`src/rtl/anubis_inv_round_if.sv`:
```
// Start/busy/done bundle for one ANUBIS decryption round: request fields from the
// master, round result and status flags from the slave.
interface anubis_inv_round_if;
  logic         start;
  logic [3:0]   round_number;
  logic [127:0] cipher_text;
  logic [127:0] round_key;
  logic [127:0] round_plain_text;
  logic         busy;
  logic         done;
  logic         err;

  modport master (
    output start, round_number, cipher_text, round_key,
    input  round_plain_text, busy, done, err
  );

  modport slave (
    input  start, round_number, cipher_text, round_key,
    output round_plain_text, busy, done, err
  );
endinterface

```
`src/rtl/anubis_inv_round.sv`:
```
// One ANUBIS decryption round: gamma, tau, theta and sigma are applied as timed stages,
// each held STAGE_CYCLES clocks so the S-box logic has time to settle.
module anubis_inv_round #(
  parameter int STAGE_CYCLES = 4,
  parameter int LAST_ROUND   = 12
) (
  input  logic              clk,
  input  logic              reset,
  anubis_inv_round_if.slave bus
);

  typedef enum logic [2:0] {IDLE, GAMMA, TAU, THETA, SIGMA} state_t;

  localparam logic [3:0]  LAST_CNT = 4'(STAGE_CYCLES - 1);
  localparam logic [3:0]  LAST_RN  = 4'(LAST_ROUND);
  localparam logic [63:0] P_BOX    = 64'h3FE0_54BC_DA96_7821;
  localparam logic [63:0] Q_BOX    = 64'h9E56_A23C_F04D_7B18;

  function automatic logic [3:0] p_box(input logic [3:0] x);
    return P_BOX[{~x, 2'b00} +: 4];
  endfunction

  function automatic logic [3:0] q_box(input logic [3:0] x);
    return Q_BOX[{~x, 2'b00} +: 4];
  endfunction

  // Involutive S-box built from the P/Q mini-boxes with a middle-bit exchange between layers.
  function automatic logic [7:0] sbox(input logic [7:0] x);
    logic [3:0] u, l;
    u = p_box(x[7:4]);
    l = q_box(x[3:0]);
    {u, l} = {q_box({u[3:2], l[3:2]}), p_box({u[1:0], l[1:0]})};
    return {p_box({u[3:2], l[3:2]}), q_box({u[1:0], l[1:0]})};
  endfunction

  function automatic logic [7:0] xtime(input logic [7:0] a);
    return {a[6:0], 1'b0} ^ (a[7] ? 8'h1d : 8'h00);
  endfunction

  function automatic logic [7:0] h_mul(input logic [7:0] a, input logic [1:0] h);
    case (h)
      2'd0:    return a;
      2'd1:    return xtime(a);
      2'd2:    return xtime(xtime(a));
      default: return xtime(xtime(a)) ^ xtime(a);
    endcase
  endfunction

  function automatic logic [127:0] gamma(input logic [127:0] a);
    logic [127:0] b;
    for (int n = 0; n < 16; n++) b[8*n +: 8] = sbox(a[8*n +: 8]);
    return b;
  endfunction

  // Byte (i,j) of the 4x4 state sits at byte position 4*i+j counted from the MSB.
  function automatic logic [127:0] tau(input logic [127:0] a);
    logic [127:0] b;
    for (int i = 0; i < 4; i++)
      for (int j = 0; j < 4; j++)
        b[8*(15-4*i-j) +: 8] = a[8*(15-4*j-i) +: 8];
    return b;
  endfunction

  // Row vector times had(01,02,04,06) over GF(2^8) mod x^8+x^4+x^3+x^2+1.
  function automatic logic [127:0] theta(input logic [127:0] a);
    logic [127:0] b;
    logic [7:0]   acc;
    for (int i = 0; i < 4; i++)
      for (int j = 0; j < 4; j++) begin
        acc = '0;
        for (int k = 0; k < 4; k++) acc ^= h_mul(a[8*(15-4*i-k) +: 8], 2'(k ^ j));
        b[8*(15-4*i-j) +: 8] = acc;
      end
    return b;
  endfunction

  state_t       state;
  logic [3:0]   cnt;
  logic [3:0]   rn_reg;
  logic [127:0] data_reg, key_reg, result;
  logic         busy_reg, done_reg, err_reg;
  logic [127:0] gamma_out, tau_out, theta_out, key_theta;
  logic         key_xform;

  always_comb begin
    gamma_out = gamma(data_reg);
    tau_out   = tau(data_reg);
    theta_out = theta(data_reg);
    key_theta = theta(key_reg);
    key_xform = (rn_reg != 4'd0) && (rn_reg < LAST_RN);
  end

  // NOTE: all state below uses non-blocking assignments so every register samples
  // pre-edge values; data and key registers are cleared by reset like the rest.
  always_ff @(posedge clk or posedge reset) begin
    if (reset) begin
      state    <= IDLE;
      cnt      <= '0;
      rn_reg   <= '0;
      data_reg <= '0;
      key_reg  <= '0;
      result   <= '0;
      busy_reg <= 1'b0;
      done_reg <= 1'b0;
      err_reg  <= 1'b0;
    end else begin
      done_reg <= 1'b0;
      err_reg  <= 1'b0;
      if (state == IDLE) begin
        if (bus.start && (bus.round_number <= LAST_RN)) begin
          data_reg <= bus.cipher_text;
          key_reg  <= bus.round_key;
          rn_reg   <= bus.round_number;
          cnt      <= '0;
          busy_reg <= 1'b1;
          state    <= (bus.round_number == 4'd0) ? SIGMA : GAMMA;
        end else if (bus.start) begin
          err_reg  <= 1'b1;
        end
      end else if (cnt != LAST_CNT) begin
        cnt <= cnt + 4'd1;
      end else begin
        cnt <= '0;
        case (state)
          GAMMA: begin
            data_reg <= gamma_out;
            if (key_xform) key_reg <= key_theta;
            state <= TAU;
          end
          TAU: begin
            data_reg <= tau_out;
            state    <= THETA;
          end
          THETA: begin
            // The final round keeps its data but still spends the full stage time.
            if (rn_reg != LAST_RN) data_reg <= theta_out;
            state <= SIGMA;
          end
          SIGMA: begin
            result   <= key_reg ^ data_reg;
            done_reg <= 1'b1;
            busy_reg <= 1'b0;
            state    <= IDLE;
          end
          default: state <= IDLE;
        endcase
      end
    end
  end

  assign bus.round_plain_text = result;
  assign bus.busy             = busy_reg;
  assign bus.done             = done_reg;
  assign bus.err              = err_reg;

endmodule
```
`src/flat_wrapper.sv`:
```
// flat-port wrapper written by rule: the top's interface ports become plain ports
module anubis_inv_round_flat 
#(
  parameter int STAGE_CYCLES = 4,
  parameter int LAST_ROUND   = 12
)
  (clk, reset, bus_start, bus_round_number, bus_cipher_text, bus_round_key, bus_round_plain_text, bus_busy, bus_done, bus_err);
  anubis_inv_round_if bus_i ();
  input  logic clk;
  input  logic reset;
  input wire logic [$bits(bus_i.start)-1:0] bus_start;
  input wire logic [$bits(bus_i.round_number)-1:0] bus_round_number;
  input wire logic [$bits(bus_i.cipher_text)-1:0] bus_cipher_text;
  input wire logic [$bits(bus_i.round_key)-1:0] bus_round_key;
  output wire logic [$bits(bus_i.round_plain_text)-1:0] bus_round_plain_text;
  output wire logic [$bits(bus_i.busy)-1:0] bus_busy;
  output wire logic [$bits(bus_i.done)-1:0] bus_done;
  output wire logic [$bits(bus_i.err)-1:0] bus_err;
  assign bus_i.start = bus_start;
  assign bus_i.round_number = bus_round_number;
  assign bus_i.cipher_text = bus_cipher_text;
  assign bus_i.round_key = bus_round_key;
  assign bus_round_plain_text = bus_i.round_plain_text;
  assign bus_busy = bus_i.busy;
  assign bus_done = bus_i.done;
  assign bus_err = bus_i.err;
  anubis_inv_round #(.STAGE_CYCLES(STAGE_CYCLES), .LAST_ROUND(LAST_ROUND)) u_core (.clk(clk), .reset(reset), .bus(bus_i));
endmodule
```
`config.mk`:
```
export PLATFORM = sky130hd
export DESIGN_NAME = anubis_inv_round_flat
export DESIGN_NICKNAME = d
export VERILOG_FILES = /design/src/rtl/anubis_inv_round_if.sv /design/src/rtl/anubis_inv_round.sv /design/src/flat_wrapper.sv
export SDC_FILE = /design/constraint.sdc
export NUM_CORES = 2
export LEC_CHECK = 0
export CORE_AREA = 5 5 368 370
export DETAILED_ROUTE_END_ITERATION = 10
export DIE_AREA = 0 0 373 375
export DONT_BUFFER_PORTS = 1
export SLEW_MARGIN = 20
export SYNTH_ARGS = -nofsm -noshare
export SYNTH_HDL_FRONTEND = slang
export SYNTH_SLANG_ARGS = --single-unit
```
`constraint.sdc`:
```
create_clock -name clk -period 20.4 [get_ports clk]
set_input_delay 6.12 -clock clk [delete_from_list [all_inputs] [get_ports clk]]
set_output_delay 6.12 -clock clk [all_outputs]
set_load 0.1 [all_outputs]
```
==> results.md <==
* Setup crit start kind: primary input
* Initial antenna violation count at 108
* CTS H-Tree Depth at 2
* Post-Synthesis Cells at 5652
* DP Area at 0.0464 mm^2
* Routed wire per std cell at 25.5 um
* CTS root buf: clkbuf_16
* Mean post-synth cell area at 8.07 um^2
* Clk Latency, worst-skew pair at 0.63 ns
* Pin count of the biggest net entering global routing at 217
* Final HPWL DP at 140000 um
* Setup crit start: bus_round_number[1]
* Worst-Margin Slew at 1.32 ns
* Worst Path Required at 20.94 ns
* Top FF cell, synth: dfrtp_1
* Worst EP arrival at 9.89 ns
* Final worst clock skew at 0.0308 ns
* Crit-path max cell delay at 0.89 ns
* Post-Route WL at 182000 um
* Worst reg2reg path depth at 9
* RSZ-0062 raised after global routing: no
* CTS sink count at 398
* Synth cell types at 101
* Post-route ant nets at 0
* Mapped cell area at 0.0456 mm^2
* Site Rows at 134
* Crit-path slowest cell: nor2_1
* Clk slew on worst S/H paths at 0.06 ns
* Post-synthesis sequential area ratio at 21.8%
* Die width at 373 um
* Hold Path Class: reg2reg
* Fillcell total at 13600
* Post-route DRC at 0
* Hold_sp: u_core.rn_reg[2]
* Yosys reg bits at 398
* Final critical-path share of the clock period at 45.9%
* Area occupied by registers at 0.00997 mm^2
* Final instance area at 0.0484 mm^2
* CP Class: in2reg
* Final setup viols at 0
* # hold bufs at CTS at 0
* Max_slew headroom at 11.8%
* Worst path buffer plus inverter count at 1
* R2R Setup Slk at 15.28 ns
* Synth Net Count at 6229
* Setup Buffers After CTS at 0
* Die Footprint at 0.140 mm^2
* Vias post-DR at 41100
* CTS resizes at 0
* Area delta synth->final at 5.99%
* Status: completed
* Initial Util at 34.5%
* Crit-path max FO at 26
* Warnings from Yosys at 0
* Worst r2r src: u_core.state[0]
* Worst r2r dst: u_core.data_reg[44]
* Core Area at 0.132 mm^2
* Worst setup endpoint: u_core.data_reg[44]
* Family with the most delay on the worst path: simple AND/OR/NAND/NOR gates
* Number of synthesized flops with an enable pin at 0
* Port bufs at 0
* Critical path capture point type: flip-flop
* GRT Overall Usage at 24.7%
* Final net count at 5853
* Worst-path cell chain: o211ai_1 -> nand3_1 -> a211oi_4 -> buf_4 -> nand2_1 -> nor2_1 -> o21ai_0 -> o211ai_1
* Fmax at 107 MHz
* Fin Setup TNS at 0 ns
* Tmin final at 9.36 ns
* Die Span Y at 375 um
* Io pins at 394
* GRT overflow at 0
* Vias per cell at 5.74
* TritonCTS clock tree: built
* Max cap viols at 0
* Share of post-route cells with drive strength above 1 at 6.62%
* Critical Path Stages at 8
* Initial DRT Pass Iterations at 5
* TritonCTS Buffers at 49
* Max Root-Sink Buffers at 3
* Vias in the first global route at 37700
* Final hold violation count at 0
* GPL Wtd Cong at 0.947
* Multi-input gate area at 0.0326 mm^2
* Asr flop ratio synth at 100%
* Detailed Route Iter0 Violations at 4340
* Cell repeated most along the worst path: o211ai_1
* Final slew viol count at 0
* Global-route wire length before repair at 263000 um
[area by class of cell]
| type | count | share of cell area [%] |
|---|---|---|
| diodes | 75 | 0.388 |
| clock buffers | 62 | 2.82 |
| clock inverters | 28 | 0.926 |
| inverters | 303 | 2.37 |
| multi-input cells | 4465 | 67.3 |
| flip-flops and latches | 398 | 20.6 |
| well taps | 1768 | 4.57 |
| repair buffers | 59 | 0.968 |
[how the worst min path moves through the flow]
stage	endpoint	slack (ns)	depth (start not counted)
floorplan	u_core.cnt[3]	0.49	1
global placement	u_core.cnt[3]	0.53	1
detailed placement	u_core.rn_reg[2]	0.53	1
CTS	u_core.rn_reg[2]	0.54	1
global route	u_core.rn_reg[2]	0.57	1
finish	u_core.rn_reg[2]	0.55	1
[cells by family after synthesis]
group,Yosys count,share of synthesized area (%)
xor gates and xnor gates,1087,20.9
adders and majority gates,314,8.61
DFF,398,21.8
AOI/OAI and AO/OA,1501,21.2
and+or+nand+nor,1241,12.4
muxes,322,8.08
buffers and inverters,789,6.99
[layer usage]
layer  vias to the layer above  part of all wire (%)  GRT usage (%)
li1                      18800                     -              -
met1                     20000                    39           30.6
met2                      1824                    45           38.5
met3                       459                    10           7.66
met4                        32                   5.3           13.0
met5                         -                  0.12              0
[worst reg2reg max path, cell delays in order, from the launching register on]
cell	delay, ns
dfrtp_4	0.70
or2_2	0.63
nor2_4	0.26
nand3_1	0.51
a211oi_4	0.80
buf_4	0.46
nand2_1	0.33
nor2_1	0.89
o21ai_0	0.27
o211ai_1	0.18
[metrics by stage]
step | worst slack [ns] | hold WS (ns) | util (%) | std cells
2_1_floorplan | 3.21 | 0.487 | - | 5652
3_3_place_gp | 10.73 | 0.526 | 35.0 | 6993
3_5_place_dp | 10.62 | 0.526 | 35.0 | 6993
4_1_cts | 11.26 | 0.542 | 36.4 | 7083
5_1_grt | 10.86 | 0.575 | 36.5 | 7127
6_report | 11.04 | 0.545 | 36.6 | 7158
[Yosys cell counts, drive strengths merged (21+ instances only)]
| library cell | n | area [um^2] |
|---|---|---|
| inv | 301 | 1130 |
| o211ai | 66 | 505 |
| nand2 | 430 | 1610 |
| and2 | 21 | 131 |
| o22ai | 101 | 632 |
| a211oi | 68 | 563 |
| o21ai | 455 | 2310 |
| a21oi | 358 | 1830 |
| xnor2 | 889 | 7790 |
| buf | 179 | 902 |
| nand3 | 73 | 365 |
| ha | 314 | 3930 |
| nand2b | 88 | 551 |
| dfrtp | 398 | 9960 |
| a31oi | 69 | 438 |
| clkbuf | 307 | 1150 |
| nor2b | 40 | 250 |
| a22oi | 46 | 350 |
| or2 | 31 | 194 |
| mux4 | 28 | 631 |
| nor2 | 364 | 1370 |
| o221ai | 44 | 404 |
| a221oi | 35 | 390 |
| o21a | 28 | 210 |
| a211o | 24 | 210 |
| or3 | 32 | 200 |
| mux2 | 66 | 747 |
| xor2 | 197 | 1730 |
| nor3 | 92 | 460 |
| mux2i | 228 | 2310 |
[layout by cell type, fill, tap and decap left out, types with 20 or more instances in the layout]
cell type  instances
a211o_1           24
a211oi_1          59
a21oi_1          350
a221oi_1          27
a22oi_1           45
a31oi_1           68
and2_1            20
buf_4             57
clkbuf_16         49
dfrtp_1          394
diode_2           75
ha_1             314
inv_1            295
mux2_2            64
mux2i_1          224
mux4_2            28
nand2_1          426
nand2b_1          88
nand3_1           72
nor2_1           358
nor2b_1           39
nor3_1            92
o211ai_1          64
o21a_1            28
o21ai_0          419
o21ai_1           30
o221ai_1          41
o22ai_1          101
o31ai_1           20
or2_2             23
or3_1             32
xnor2_1          889
xor2_1           197
Power is not shown: default switching activity piles up to over one toggle a cycle in this logic, so the estimate is an artifact.
